[config.mk]
export PLATFORM = sky130hd
export DESIGN_NAME = rr_bus_scheduler
export DESIGN_NICKNAME = d
export VERILOG_FILES = /design/src/rtl/bus_sched_pkg.sv /design/src/rtl/rr_priority_pick.sv /design/src/rtl/rr_bus_scheduler.sv
export SDC_FILE = /design/constraint.sdc
export NUM_CORES = 1
export LEC_CHECK = 0
export CORE_MARGIN = 3
export CORE_UTILIZATION = 30
export CTS_CLUSTER_DIAMETER = 60
export DETAILED_ROUTE_END_ITERATION = 10
export PLACE_DENSITY = 0.7
export SETUP_SLACK_MARGIN = 0.1
export SLEW_MARGIN = 30
export SYNTH_ARGS = -nofsm -noshare
export SYNTH_HDL_FRONTEND = slang
export SYNTH_SLANG_ARGS = --single-unit
[constraint.sdc]
create_clock -name clk -period 3.3 [get_ports clk]
set_input_delay 0.66 -clock clk [delete_from_list [all_inputs] [get_ports clk]]
set_output_delay 0.66 -clock clk [all_outputs]
set_load 0.01 [all_outputs]
[src/rtl/bus_sched_pkg.sv]
// Shared types and default widths for the round-robin bus scheduler.
package bus_sched_pkg;

    localparam int DEFAULT_ADDR_W = 8;
    localparam int DEFAULT_DATA_W = 32;

    typedef enum logic [1:0] {
        IDLE,
        CMD,
        RESP
    } state_e;

    typedef struct packed {
        logic [DEFAULT_ADDR_W-1:0] addr;
        logic [DEFAULT_DATA_W-1:0] wdata;
        logic                      we;
    } cmd_t;

endpackage

[src/rtl/rr_priority_pick.sv]
// Combinational round-robin pick: first set request at or after ptr, wrapping at N.
module rr_priority_pick #(
    parameter int  N = 4,
    localparam int W = (N > 1) ? $clog2(N) : 1
) (
    input  logic [N-1:0] req,
    input  logic [W-1:0] ptr,
    output logic [W-1:0] winner,
    output logic         any_req
);

    always_comb begin
        // NOTE: outputs get defaults before the loop so no path leaves them unassigned (no latch).
        winner  = '0;
        any_req = 1'b0;
        // Walk offsets from far to near so the closest request to ptr is written last.
        for (int i = N - 1; i >= 0; i--) begin
            if (req[(int'(ptr) + i) % N]) begin
                winner  = W'((int'(ptr) + i) % N);
                any_req = 1'b1;
            end
        end
    end

endmodule

[src/rtl/rr_bus_scheduler.sv]
// Round-robin scheduler sharing one slave command/response port among N_MASTERS requesters.
// Define BUS_TIMEOUT_EN to add a watchdog that aborts a transaction after TIMEOUT_CYCLES.
module rr_bus_scheduler
    import bus_sched_pkg::*;
#(
    parameter int  N_MASTERS      = 4,
    parameter int  ADDR_W         = DEFAULT_ADDR_W,
    parameter int  DATA_W         = DEFAULT_DATA_W,
    parameter int  TIMEOUT_CYCLES = 16,
    localparam int OWNER_W        = (N_MASTERS > 1) ? $clog2(N_MASTERS) : 1
) (
    input  logic                        clk,
    input  logic                        reset,
    input  logic [N_MASTERS-1:0]        m_req,
    input  logic [N_MASTERS*ADDR_W-1:0] m_addr,
    input  logic [N_MASTERS*DATA_W-1:0] m_wdata,
    input  logic [N_MASTERS-1:0]        m_we,
    output logic [N_MASTERS-1:0]        m_gnt,
    output logic [N_MASTERS-1:0]        m_done,
    output logic [DATA_W-1:0]           m_rdata,
    output logic                        s_valid,
    input  logic                        s_ready,
    output logic [ADDR_W-1:0]           s_addr,
    output logic [DATA_W-1:0]           s_wdata,
    output logic                        s_we,
    input  logic                        s_resp_valid,
    input  logic [DATA_W-1:0]           s_rdata,
    output logic                        busy,
    output logic [OWNER_W-1:0]          owner
`ifdef BUS_TIMEOUT_EN
    ,
    output logic                        timeout_err
`endif
);

    // The captured command uses the package struct, so its widths must match.
    if (ADDR_W != DEFAULT_ADDR_W || DATA_W != DEFAULT_DATA_W) begin : g_bad_width
        $error("rr_bus_scheduler: ADDR_W/DATA_W must match bus_sched_pkg defaults");
    end
    if (N_MASTERS < 1 || TIMEOUT_CYCLES < 1) begin : g_bad_param
        $error("rr_bus_scheduler: N_MASTERS and TIMEOUT_CYCLES must be >= 1");
    end

    state_e                 state_q;
    cmd_t                   cmd_q;
    logic [N_MASTERS-1:0]   gnt_q;
    logic [N_MASTERS-1:0]   done_q;
    logic [DATA_W-1:0]      rdata_q;
    logic                   s_valid_q;
    logic                   busy_q;
    logic [OWNER_W-1:0]     owner_q;
    logic [OWNER_W-1:0]     ptr_q;
    logic [OWNER_W-1:0]     ptr_d;
    logic [OWNER_W-1:0]     pick_idx;
    logic                   pick_any;

    rr_priority_pick #(
        .N(N_MASTERS)
    ) u_pick (
        .req     (m_req),
        .ptr     (ptr_q),
        .winner  (pick_idx),
        .any_req (pick_any)
    );

    // Pointer lands one past the finishing owner; with one master it stays at 0.
    assign ptr_d = (owner_q == OWNER_W'(N_MASTERS - 1)) ? '0 : owner_q + OWNER_W'(1);

`ifdef BUS_TIMEOUT_EN
    localparam int CNT_W = $clog2(TIMEOUT_CYCLES + 1);

    logic [CNT_W-1:0] wd_cnt_q;
    logic             timeout_err_q;
    logic             wd_expire;

    // A response arriving on the expiry edge still completes normally.
    assign wd_expire = (state_q != IDLE)
                    && (wd_cnt_q == CNT_W'(TIMEOUT_CYCLES - 1))
                    && !(state_q == RESP && s_resp_valid);
    assign timeout_err = timeout_err_q;
`endif

    always_ff @(posedge clk or posedge reset) begin
        if (reset) begin
            state_q   <= IDLE;
            cmd_q     <= '0;
            gnt_q     <= '0;
            done_q    <= '0;
            rdata_q   <= '0;
            s_valid_q <= 1'b0;
            busy_q    <= 1'b0;
            owner_q   <= '0;
            ptr_q     <= '0;
`ifdef BUS_TIMEOUT_EN
            wd_cnt_q      <= '0;
            timeout_err_q <= 1'b0;
`endif
        end else begin
            // NOTE: non-blocking throughout so every register samples pre-edge values.
            done_q  <= '0;
            rdata_q <= '0;
            unique case (state_q)
                IDLE: begin
                    if (pick_any) begin
                        cmd_q.addr  <= m_addr[int'(pick_idx)*ADDR_W +: ADDR_W];
                        cmd_q.wdata <= m_wdata[int'(pick_idx)*DATA_W +: DATA_W];
                        cmd_q.we    <= m_we[pick_idx];
                        gnt_q       <= N_MASTERS'(1) << pick_idx;
                        owner_q     <= pick_idx;
                        s_valid_q   <= 1'b1;
                        busy_q      <= 1'b1;
                        state_q     <= CMD;
                    end
                end
                CMD: begin
                    if (s_ready) begin
                        s_valid_q <= 1'b0;
                        state_q   <= RESP;
                    end
                end
                RESP: begin
                    if (s_resp_valid) begin
                        done_q  <= gnt_q;
                        rdata_q <= cmd_q.we ? '0 : s_rdata;
                        gnt_q   <= '0;
                        busy_q  <= 1'b0;
                        ptr_q   <= ptr_d;
                        state_q <= IDLE;
                    end
                end
                default: state_q <= IDLE;
            endcase
`ifdef BUS_TIMEOUT_EN
            timeout_err_q <= 1'b0;
            wd_cnt_q      <= (state_q == IDLE) ? '0 : wd_cnt_q + CNT_W'(1);
            // Later assignments override the case above when the watchdog fires.
            if (wd_expire) begin
                done_q        <= gnt_q;
                rdata_q       <= '1;
                timeout_err_q <= 1'b1;
                s_valid_q     <= 1'b0;
                gnt_q         <= '0;
                busy_q        <= 1'b0;
                ptr_q         <= ptr_d;
                state_q       <= IDLE;
            end
`endif
        end
    end

    assign m_gnt   = gnt_q;
    assign m_done  = done_q;
    assign m_rdata = rdata_q;
    assign s_valid = s_valid_q;
    assign s_addr  = cmd_q.addr;
    assign s_wdata = cmd_q.wdata;
    assign s_we    = cmd_q.we;
    assign busy    = busy_q;
    assign owner   = owner_q;

endmodule
# After elaboration in Yosys (flattened, before gate mapping)
# Cells that the tools add are included.
# word_totals
output_inout_bits	85
elab_cells	82
register_bits	89
# classes
n_eq_ne	6
addsub	4
mux	39
n_shift	3
n_reduce_logical	11
bitwise_logic	3
n_lt_le_gt_ge	5
# op_table
cell	count
$shiftx 128x8->32	1
$mux 32	3
$shiftx 32x6->8	1
$mux 2	8
$mux 4	4
$mux 1	15
$lt 3x4->1 const B	3
$bmux 1 s2	5
$reduce_and 3->1	3
$pmux 4 s2	1
$lt 2x3->1 const B	2
$ne 2x2->1 const B	3
$pmux 2 s3	1
$reduce_or 2->1	3
$add 2x1->2 const B	2
$add 2x2->2 const B	2
$eq 2x2->1 const B	2
$pmux 1 s2	2
$reduce_and 2->1	2
$reduce_bool 2->1	2
$shl 1x2->4 const A	1
$and 1x1->1 const A	3
$eq 2x1->1 const B	1
$logic_not 2->1	1

# Logic depth before layout (Yosys ltp)
# logic_depth
depth_word	13
ltp_mapped	8
depth_no_buf	5

# Cells and area by module
# A second synthesis with hierarchy kept.
# unflattened
hier_cells	367
area_unflattened_um2	4528.1
# by_module_without_submodules
module	area_each_um2	instances	cells_each
rr_bus_scheduler	4450.5	1	354
rr_priority_pick	77.6	1	13

# Worst setup path after synthesis
# No wires, ideal clock.
# synth_timing
path_type	input port to flip-flop
start	input port m_req[2]
end	register cmd_q, in the netlist s_addr[7]
arrival_ns	1.860
cell_stages	8
required_time_ns	3.158
setup_slack_ns	1.297
setup_ns	0.142
path_cell_list	nor2b_4 a21o_1 a211o_1 buf_2 buf_6 buf_6 mux2i_1 o221ai_1
# synth_via
elab_chain_len	8
elab_cells_between_ends	21
# synth_rtl
item	line	text
start: declaration	rr_bus_scheduler.sv:14	input logic [N_MASTERS-1:0] m_req,
$bmux 1 s2	rr_priority_pick.sv:18	if (req[(int'(ptr) + i) % N]) begin
$mux 1 (not written as such) (2 in a row)	rr_priority_pick.sv:18	
$mux 2 / $mux 1 (equally long branches) (4 in a row)	rr_priority_pick.sv:18	
$shiftx 32x6->8 / $reduce_and 2->1 (equally long branches)	-	
end: declaration	rr_bus_scheduler.sv:45	cmd_t cmd_q;
# Several ways; a longest one is shown, not always the timed one. The select of a mux whose other input is x is not followed.
# A chain may end at the register's enable or synchronous reset.

# Worst setup path in the final report
# layout_timing
start	input port m_req[2]
end	register cmd_q, in the netlist s_wdata[31]
# layout_via
elab_chain_len	8
elab_cells_between_ends	21
# layout_rtl
item	line
$bmux 1 s2	rr_priority_pick.sv:18
$mux 1 (not written as such) (2 in a row)	rr_priority_pick.sv:18
$mux 2 / $mux 1 (equally long branches) (4 in a row)	rr_priority_pick.sv:18
$shiftx 128x8->32 / $reduce_and 2->1 (equally long branches)	-
# Several ways; a longest one is shown, not always the timed one. The select of a mux whose other input is x is not followed.

==> flow_summary.yaml <==
timing:
  fmax_ghz: 0.415
  worstMarginPinSlew_ns: 0.703
  report.final.slew_viol_count: 0
  setup_viol: 0
  max_slew_margin_pct: 53.1
  setup_ws_ns: 0.892
  fin_tns_setup_ns: 0
  rsz0062_at_grt: "false"
  finalHoldViolations: 0
  holdWs_ns: 0.484
  skew_ns: 0.00735
  min_period_over_period_pct: 73.0
  min_period_ns: 2.41
synth:
  synth-seq-cells: 89
  synthCells: 369
  synth-async-reset-ratio_pct: 100
  syn-mean-instance-area_um2: 11.5
  synth.net_count: 574
  ys.flop_type: "dfrtp_1"
  synth_edf_count: 0
  synth_cell_types: 30
  ys.warnings.count: 0
  yosysSeqAreaShare_pct: 52.7
  syn_area_um2: 4230
worst_setup_path:
  r2r_slack_ns: 1.29
  path_cells: "clkdlybuf4s50_1, nor2b_4, a21o_1, a211o_4, buf_12, mux2i_1, o221ai_1"
  cp_max_fo: 21
  max_stage_delay_ns: 0.50
  crit_type: "in -> reg"
  cp.required_ns: 3.51
  crit_arrival_ns: 2.61
  start_kind: "input port"
  slowest_stage: "a211o_4"
  end_kind: "flip-flop"
clock_tree:
  h-tree-depth: 3
  ctsHoldBuffers: 0
  cts_tree: "done"
  cts-root-buf: "clkbuf_16"
  post_cts_buffers: 0
  clkTransAtPathRegs_ns: 0.07
  cts_sinks: 89
  cts_buffers: 9
  clock_latency_ns: 0.34
  clock_path_buffers: 2
  cts_resized: 0
layout:
  nNetsFinal: 858
  layout-drive-gt1-share_pct: 4.86
  syn_to_final_growth_pct: 80.8
  design_area_um2: 7640
  stdcell_count: 834
  final_core_util_pct: 56.6
  num_antenna_cells: 0
worst_hold_path:
  hold_class: "reg -> reg"
placed_design:
  dpl_cell_area_um2: 7340
  dp_hpwl_um: 11800
  place_ws_ns: 0.509
  gp_congestion: 0.855
  dp_cells: 818
  portBuffers: 288
global_route:
  grt-ovfl-total: 0
  antenna_found_initial: 0
  first_global_vias: 4420
  grt_max_degree: 52
  grt_usage_pct: 19.3
  grt_pass1_wl_um: 23700
drt:
  ant_nets: 0
  dr.first_iter.drc_count: 187
  vias_per_cell: 4.87
  wl_um: 15100
  drc: 0
  dr.pass1.iters: 4
  num_vias: 4065
  wl_per_cell_um: 18.1
floorplanning:
  die_h_um: 125
  start_util_pct: 31.3
  dieArea_um2: 15500
  die_width_um: 125
  rows: 42
  io_pins: 289
  core_um2: 13500
power_and_ir_drop:
  power_mw: 5.29
  p_leak_nw: 3.45
  irDropWorstVdd_mv: 0.318
  power_density_nw_per_um2: 693
run:
  drv_cap: 0
outcome:
  status: "complete, no violations"
-- synthesized netlist by cell type, drive strengths merged (2+ instances only) --
library cell  instances  area, µm²
inv                   4       15.0
and2                 36        225
o31ai                 3       22.5
mux2i                82        821
nor2b                 2       20.0
buf                  14       92.6
a32o                  2       20.0
o221ai               41        359
o21ai                 3       15.0
nand2                55        206
or3                   2       12.5
a21oi                 3       15.0
clkbuf               13       48.8
nand2b                3       18.8
nor2                  6       22.5
dfrtp                89       2230
-- cell families after synthesis --
| family | after synthesis | synth area share (%) |
|---|---|---|
| adders and majority gates | 1 | 0.296 |
| AOI/OAI and AO/OA | 58 | 11.4 |
| buffers and inverters | 31 | 3.70 |
| muxes | 82 | 19.4 |
| and+or+nand+nor | 108 | 12.5 |
| DFF | 89 | 52.7 |
-- report_power, final --
group	internal, mW	switching [mW]
Sequential	1.44	0.218
Clock	0.594	0.454
Combinational	1.38	1.21
Total	3.41	1.88
-- layer usage --
layer,global-route usage (%),share of wire (%)
met2,34.9,53
met1,20.8,36
met3,6.13,8.6
met5,0,0
met4,7.54,2.5
-- path summary, 6_finish.rpt --
path	endpoint	cells past startpoint	start
max	s_wdata[31]	7	m_req[2]
min	busy	2	busy
max reg2reg	s_wdata[31]	6	ptr_q[0]
min reg2reg	busy	2	busy
max in group asynchronous	m_rdata[28]	3	reset
min in group asynchronous	m_rdata[3]	2	reset
-- area by class of cell --
class,count,area [µm²]
clock buffer,9,225
clock inverter,7,77.6
fill,1146,5860
inverter,4,16.3
multi-input combinational,249,1850
sequential,89,2230
tap,176,220
timing repair buffer,300,3020
-- placed cells by master, fill, tap and decap left out, types with 2 or more instances in the layout --
cell | Yosys | layout
mux2i_1 | 82 | 82
clkdlybuf4s50_1 | 0 | 288
a32o_1 | 2 | 2
and2_1 | 36 | 36
clkinv_4 | 0 | 2
o31ai_1 | 3 | 3
buf_12 | 0 | 4
inv_1 | 4 | 3
inv_6 | 0 | 2
o21ai_0 | 3 | 3
clkbuf_16 | 0 | 9
o221ai_1 | 41 | 41
nor2_1 | 6 | 6
a21oi_1 | 3 | 3
clkinv_2 | 0 | 2
nand2b_1 | 3 | 3
buf_4 | 0 | 8
dfrtp_1 | 89 | 89
nand2_1 | 55 | 55
-- worst max-delay path, delay by kind of cell --
kind | cells | cell delay [ns]
AOI/OAI and AO/OA | 3 | 0.82
buffers and inverters | 2 | 0.71
muxes | 1 | 0.24
and+or+nand+nor | 1 | 0.16
-- state kept, by name (all words and copies together) (netlist names) --
signal / count
busy: 1
m_done: 4
m_gnt: 4
m_rdata: 32
owner: 2
ptr_q: 2
s_addr: 8
s_valid: 1
s_wdata: 32
s_we: 1
state_q: 2
(Power assumes the default switching activity.)
